===== src/rtl/adder_pkg.sv =====
// Shared definitions for the pipelined add/subtract unit.
// - Default operand and segment widths.
// - Segment/stage count helper.
// - Bit indices of the internal flag vector.
package adder_pkg;

  localparam int unsigned DefWidth = 32;
  localparam int unsigned DefSegW  = 8;

  // Flag vector bit positions
  localparam int unsigned CARRY    = 0;
  localparam int unsigned OVF      = 1;
  localparam int unsigned ZERO     = 2;
  localparam int unsigned NEG      = 3;
  localparam int unsigned NumFlags = 4;

  // Number of segments, which is also the number of stages and the latency.
  function automatic int unsigned calc_nseg(input int unsigned width, input int unsigned seg_w);
    return width / seg_w;
  endfunction

endpackage


===== src/rtl/adder_seg_stage.sv =====
// One segment of the pipelined adder: adds two SEG_W-bit operand slices plus a
// carry-in and registers the partial sum, carry-out and the stage valid bit.
// Ports:
//   clk, rst_n        clock, asynchronous active-low reset
//   hold_i            keep all registers unchanged (global stall)
//   valid_i           operation entering this stage is valid
//   a_i, b_i          operand slices (b_i already inverted for subtraction)
//   carry_i           carry into this segment
//   valid_o           registered valid bit
//   sum_o             registered SEG_W-bit partial sum
//   carry_o           registered carry-out of this segment
module adder_seg_stage #(
  parameter int unsigned SEG_W = 8
) (
  input  logic             clk,
  input  logic             rst_n,
  input  logic             hold_i,
  input  logic             valid_i,
  input  logic [SEG_W-1:0] a_i,
  input  logic [SEG_W-1:0] b_i,
  input  logic             carry_i,
  output logic             valid_o,
  output logic [SEG_W-1:0] sum_o,
  output logic             carry_o
);

  logic [SEG_W:0]   add;
  logic             valid_q;
  logic [SEG_W-1:0] sum_q;
  logic             carry_q;

  assign add = {1'b0, a_i} + {1'b0, b_i} + {{SEG_W{1'b0}}, carry_i};

  always_ff @(posedge clk or negedge rst_n) begin
    if (!rst_n) begin
      valid_q <= 1'b0;
      sum_q   <= '0;
      carry_q <= 1'b0;
    end else if (!hold_i) begin
      valid_q <= valid_i;
      sum_q   <= add[SEG_W-1:0];
      carry_q <= add[SEG_W];
    end
  end

  assign valid_o = valid_q;
  assign sum_o   = sum_q;
  assign carry_o = carry_q;

endmodule


===== src/rtl/adder_pipe.sv =====
// Pipelined add/subtract unit. A WIDTH-bit operation is split into NSEG
// segments of SEG_W bits, one per stage, with the carry rippling through the
// stage registers. Latency NSEG, throughput one operation per cycle, global
// stall on output backpressure.
// Ports:
//   clk, rst_n                  clock, asynchronous active-low reset
//   in_valid_i / in_ready_o     input handshake (in_ready_o = !stall)
//   a_i, b_i, sub_i             operands and mode (0: a+b, 1: a-b)
//   out_valid_o / out_ready_i   output handshake
//   result_o                    sum or difference modulo 2^WIDTH
//   carry_o                     MSB carry-out (1 = no borrow for subtraction)
//   overflow_o                  two's-complement overflow
//   zero_o, negative_o          result == 0, result MSB
module adder_pipe
  import adder_pkg::*;
#(
  parameter int unsigned WIDTH    = DefWidth,
  parameter int unsigned SEG_W    = DefSegW,
  parameter bit          FLAGS_EN = 1'b1
) (
  input  logic             clk,
  input  logic             rst_n,
  input  logic             in_valid_i,
  output logic             in_ready_o,
  input  logic [WIDTH-1:0] a_i,
  input  logic [WIDTH-1:0] b_i,
  input  logic             sub_i,
  output logic             out_valid_o,
  input  logic             out_ready_i,
  output logic [WIDTH-1:0] result_o,
  output logic             carry_o,
  output logic             overflow_o,
  output logic             zero_o,
  output logic             negative_o
);

  localparam int unsigned NSEG = calc_nseg(WIDTH, SEG_W);

  if (WIDTH == 0 || SEG_W == 0 || (WIDTH % SEG_W) != 0) begin : g_bad_params
    $error("adder_pipe: WIDTH must be a non-zero multiple of SEG_W");
  end

  logic                stall;
  logic [WIDTH-1:0]    b_inv;
  logic [SEG_W-1:0]    seg_a   [NSEG];
  logic [SEG_W-1:0]    seg_b   [NSEG];
  logic [SEG_W-1:0]    seg_sum [NSEG];
  logic [NSEG-1:0]     seg_cin;
  logic [NSEG-1:0]     seg_cout;
  logic [NSEG-1:0]     seg_vin;
  logic [NSEG-1:0]     seg_vout;
  // Bank k travels alongside stage k. Only [k][j>k] of the operand banks and
  // [k][j<k] of the result bank are ever written or read.
  logic [SEG_W-1:0]    opa_q   [NSEG][NSEG];
  logic [SEG_W-1:0]    opb_q   [NSEG][NSEG];
  logic [SEG_W-1:0]    res_q   [NSEG][NSEG];
  logic [NSEG-1:0]     msb_a_q;
  logic [NSEG-1:0]     msb_b_q;
  logic [WIDTH-1:0]    result;
  logic [NumFlags-1:0] flags;

  // Subtraction as a + ~b + 1; the +1 enters as stage 0 carry-in.
  assign b_inv = sub_i ? ~b_i : b_i;

  assign out_valid_o = seg_vout[NSEG-1];
  assign stall       = seg_vout[NSEG-1] & ~out_ready_i;
  assign in_ready_o  = ~stall;

  for (genvar k = 0; k < NSEG; k++) begin : g_stage
    if (k == 0) begin : g_first
      assign seg_a[k]   = a_i[SEG_W-1:0];
      assign seg_b[k]   = b_inv[SEG_W-1:0];
      assign seg_cin[k] = sub_i;
      assign seg_vin[k] = in_valid_i;
    end else begin : g_next
      assign seg_a[k]   = opa_q[k-1][k];
      assign seg_b[k]   = opb_q[k-1][k];
      assign seg_cin[k] = seg_cout[k-1];
      assign seg_vin[k] = seg_vout[k-1];
    end

    adder_seg_stage #(
      .SEG_W(SEG_W)
    ) u_seg (
      .clk    (clk),
      .rst_n  (rst_n),
      .hold_i (stall),
      .valid_i(seg_vin[k]),
      .a_i    (seg_a[k]),
      .b_i    (seg_b[k]),
      .carry_i(seg_cin[k]),
      .valid_o(seg_vout[k]),
      .sum_o  (seg_sum[k]),
      .carry_o(seg_cout[k])
    );
  end

  // Skew (pending operand segments) and deskew (finished result segments).
  always_ff @(posedge clk or negedge rst_n) begin
    if (!rst_n) begin
      for (int unsigned k = 0; k < NSEG; k++) begin
        for (int unsigned j = 0; j < NSEG; j++) begin
          opa_q[k][j] <= '0;
          opb_q[k][j] <= '0;
          res_q[k][j] <= '0;
        end
      end
      msb_a_q <= '0;
      msb_b_q <= '0;
    end else if (!stall) begin
      for (int unsigned k = 0; k < NSEG; k++) begin
        for (int unsigned j = 0; j < NSEG; j++) begin
          if (k == 0) begin
            if (j > 0) begin
              opa_q[k][j] <= a_i[j*SEG_W +: SEG_W];
              opb_q[k][j] <= b_inv[j*SEG_W +: SEG_W];
            end
          end else if (j > k) begin
            opa_q[k][j] <= opa_q[k-1][j];
            opb_q[k][j] <= opb_q[k-1][j];
          end else if (j + 1 == k) begin
            res_q[k][j] <= seg_sum[j];
          end else if (j < k) begin
            res_q[k][j] <= res_q[k-1][j];
          end
        end
      end
      msb_a_q[0] <= a_i[WIDTH-1];
      msb_b_q[0] <= b_inv[WIDTH-1];
      for (int unsigned k = 1; k < NSEG; k++) begin
        msb_a_q[k] <= msb_a_q[k-1];
        msb_b_q[k] <= msb_b_q[k-1];
      end
    end
  end

  always_comb begin
    result = '0;
    for (int unsigned j = 0; j + 1 < NSEG; j++) begin
      result[j*SEG_W +: SEG_W] = res_q[NSEG-1][j];
    end
    result[(NSEG-1)*SEG_W +: SEG_W] = seg_sum[NSEG-1];
  end

  // Flags are decoded from final-stage registers only.
  always_comb begin
    flags = '0;
    if (FLAGS_EN) begin
      flags[CARRY] = seg_cout[NSEG-1];
      flags[OVF]   = (msb_a_q[NSEG-1] == msb_b_q[NSEG-1]) &&
                     (result[WIDTH-1] != msb_a_q[NSEG-1]);
      // Gated so an idle (cleared) result does not report zero.
      flags[ZERO]  = seg_vout[NSEG-1] && ~|result;
      flags[NEG]   = result[WIDTH-1];
    end
  end

  assign result_o   = result;
  assign carry_o    = flags[CARRY];
  assign overflow_o = flags[OVF];
  assign zero_o     = flags[ZERO];
  assign negative_o = flags[NEG];

endmodule


===== config.mk =====
export PLATFORM = sky130hd
export DESIGN_NAME = adder_pipe
export DESIGN_NICKNAME = d
export VERILOG_FILES = /design/src/rtl/adder_pkg.sv /design/src/rtl/adder_seg_stage.sv /design/src/rtl/adder_pipe.sv
export SDC_FILE = /design/constraint.sdc
export NUM_CORES = 1
export LEC_CHECK = 0
export ABC_AREA = 0
export CELL_PAD_IN_SITES_DETAIL_PLACEMENT = 1
export CELL_PAD_IN_SITES_GLOBAL_PLACEMENT = 1
export CORE_ASPECT_RATIO = 0.5
export CORE_MARGIN = 3
export CORE_UTILIZATION = 43
export CTS_CLUSTER_DIAMETER = 80
export DETAILED_ROUTE_END_ITERATION = 8
export PLACE_DENSITY = 0.91
export SLEW_MARGIN = 30
export SYNTH_ARGS = -nofsm -noshare
export SYNTH_HDL_FRONTEND = slang
export SYNTH_SLANG_ARGS = --single-unit

===== constraint.sdc =====
create_clock -name clk -period 2.56 [get_ports clk]
set_input_delay 0.384 -clock clk [delete_from_list [all_inputs] [get_ports clk]]
set_output_delay 0.384 -clock clk [all_outputs]
set_load 0.02 [all_outputs]

==> flow_summary.toml <==
[die]
io_pins = 107
die_y_um = 106
dieArea_sq_mm = 0.0220
die_x_um = 207
num_rows = 35
core_area_sq_mm = 0.0190
initial_core_util = 0.454

[routing]
routed.top_layer = "met4"
wl_met3_mm = 1.37
drt_iter0_drc = 422
drcViolationCount = 0
wl_met2_mm = 12.3
routedLengthMet1_mm = 10.6
wirelength_mm = 24.8
drt-vias-per-instance = 5.29
dr.pass1.iters = 5
vias = 6880
postRouteAntennaNets = 0
wl_per_cell_um = 19.1

[cts]
tritoncts = "yes"
cts.htree.levels = 4
cts_made_buffers = 17
clock_sinks = 186
clockBufferDepth = 2
post_cts_buffers = 0
clockRootBuffer = "clkbuf_16"
clock_latency_ns = 0.45
clkTransAtPathRegs_ns = 0.08

[grt]
grt_use_total = 0.242
gr-total-overflow = 0
grt_pass1_vias = 7599
grt_start_max_net_pins = 157
grt_pass1_wl_mm = 40.9
antenna_found_initial = 0

[final_layout]
drive_gt1_frac = 0.0500
multi_input_area_sq_mm = 0.00357
regArea_sq_mm = 0.00465
design_area_sq_mm = 0.0104
nFillCells = 2170
layout_commonest_cell = "nand2_1"
syn2layout_area_growth_pct = 20.1
nNetsFinal = 1132
final_cell_mix = "434 x nand2_1, 186 x dfrtp_1, 103 x clkdlybuf4s50_1"
antenna_cells = 0

[setup_path]
crit_path_end_kind = "flip-flop"
ff2ff_path_depth = 7
crit_required_ns = 2.88
crit_type = "flip-flop to flip-flop"
cp.arrival_ns = 2.76
startpoint_type = "flip-flop"
crit_fanout = 3

[timing]
finalCriticalPeriod_ns = 2.44
layout_setup_ws_ns = 0.121
fmax_mhz = 410
tightest_slew_ns = 0.771
period_share = 0.953
final-setup-viol-count = 0
maxSlewHeadroom = 0.486
grt_setup_unrepaired = "false"
final_hold_viol_count = 0
drv_slew = 0
finalClockSkew_ns = 0.0101

[power_and_ir_drop]
pwr-share-clk = 0.192
swShare = 0.422
ir_drop_uv = 591
combPwrFrac = 0.416
p_leak_nw = 4.96
p_sw_mw = 5.71
cellPowerDensity_mw_per_mm2 = 1300
p_int_mw = 7.81
seqPwrFrac = 0.392

[yosys]
ys.flop_type = "dfrtp_1"
synth_nets = 1066
syn_area_sq_mm = 0.00865
synth_warnings = 0
synth_edf_count = 0
ys_async_sr_fraction = 1.00
ys_seq_area_frac = 0.538
synth-seq-cells = 186
synth_cells = 962
avgSynthCellArea_sq_um = 9.00
synth_cell_types = 40

[min_path]
whs_path_depth = 3
min_path_type = "input pin to flip-flop"

[run_status]
status = "finished, final reports clean"

[placed_design]
dpl_cell_area_sq_mm = 0.00981
port_buffers = 106
gp_congestion = 0.868
dp_hpwl_mm = 16.0
dp_slack_ns = -0.0980

[run]
cap_violations = 0
## timing repair
action,4_1_cts,5_1_grt
hold buffers,1,0
setup endpoints to repair,1,1
hold endpoints to repair,52,0
gates resized for setup,3,1
## metrics by stage
| stage | setup TNS (ns) | total power [mW] | hold WS (ns) | cells | util |
|---|---|---|---|---|---|
| final | 0 | 13.5 | 0.465 | 1300 | 0.545 |
| after global routing | 0 | 14.5 | 0.457 | 1300 | 0.545 |
| after CTS | 0 | 13.5 | 0.455 | 1300 | 0.545 |
| after detailed placement | -0.175 | 10.6 | 0.397 | 1267 | 0.515 |
| after global placement | 0 | 10.2 | 0.391 | 1267 | 0.515 |
| after floorplan | 0 | 8.77 | 0.0884 | 962 | - |
## final timing paths
kind	to	slack, ns	start
setup / recovery	g_stage[3].u_seg.sum_o[6]$_DFFE_PN0N_	0.12	g_stage[2].u_seg.carry_o$_DFFE_PN0N_
hold / removal	opa_q[102]$_DFFE_PN0N_	0.46	a_i[30]
setup reg to reg	g_stage[3].u_seg.sum_o[6]$_DFFE_PN0N_	0.12	g_stage[2].u_seg.carry_o$_DFFE_PN0N_
hold reg to reg	opa_q[111]$_DFFE_PN0N_	0.47	opa_q[111]$_DFFE_PN0N_
max in group asynchronous	res_q[62]$_DFFE_PN0N_	1.43	rst_n
min in group asynchronous	opa_q[113]$_DFFE_PN0N_	0.48	rst_n
## layer usage
layer / vias to the layer above / track usage
li1: 3199 / -
met1: 3456 / 0.309
met2: 176 / 0.409
met3: 49 / 0.0508
met4: 0 / 0.0881
met5: - / 0
## worst max-delay path, stage by stage (launching register included)
cell and delay (ns):
dfrtp_1 0.42, fa_2 0.45, fa_1 0.50, a21oi_1 0.24
o21ai_1 0.17, o21a_1 0.22, nor3_1 0.20, o31ai_1 0.10
## registers in the layout, indices dropped and copies added, names as in the netlist
name,flops
g_stage.u_seg.sum_o,32
opa_q,45
res_q,24
g_stage.u_seg.carry_o,4
opb_q,45
msb_b_q,4
g_stage.u_seg.valid_o,4
msb_a_q,4
result_o,24
## cells in the mapped netlist (3+ instances only)
library cell / n / area (sq um)
a211oi_1: 9 / 67.6
a21o_1: 7 / 52.6
a21oi_1: 21 / 105
a31oi_1: 3 / 18.8
buf_2: 39 / 195
buf_4: 25 / 188
clkbuf_1: 6 / 22.5
dfrtp_1: 186 / 4650
fa_1: 7 / 140
ha_1: 28 / 350
inv_1: 10 / 37.5
nand2_1: 434 / 1630
nand2b_1: 3 / 18.8
nand3_1: 3 / 15.0
nor2_1: 24 / 90.1
nor3_1: 4 / 20.0
nor4_1: 6 / 37.5
o21a_1: 9 / 67.6
o21ai_0: 12 / 60.1
o21ai_1: 52 / 260
o31a_1: 6 / 52.6
xnor2_1: 30 / 263
xor2_1: 16 / 140
## layout make-up
| type | count | area share |
|---|---|---|
| sequential | 186 | 0.448 |
| timing repair buffer | 118 | 0.119 |
| inverter | 11 | 0.00422 |
| multi-input combinational | 694 | 0.344 |
| clock inverter | 15 | 0.0129 |
| tap | 259 | 0.0312 |
| clock buffer | 17 | 0.0409 |
## kinds of logic after synthesis
family | share of synthesized area
and+or+nand+nor | 0.219
DFF | 0.538
AOI/OAI and AO/OA | 0.0869
buffers and inverters | 0.0521
xor gates and xnor gates | 0.0466
adders and majority gates | 0.0567
muxes | 0.00116
## power groups by stage
| stage | Sequential (mW) | Combinational, mW | Clock (mW) |
|---|---|---|---|
| floorplan | 5.00 | 3.78 | 0 |
| global placement | 5.16 | 5.01 | 0 |
| detailed placement | 5.26 | 5.37 | 0 |
| finish | 5.30 | 5.62 | 2.59 |
| global route | 5.45 | 6.28 | 2.77 |
| CTS | 5.28 | 5.64 | 2.62 |
No activity file was read; power rests on OpenSTA's default activity.
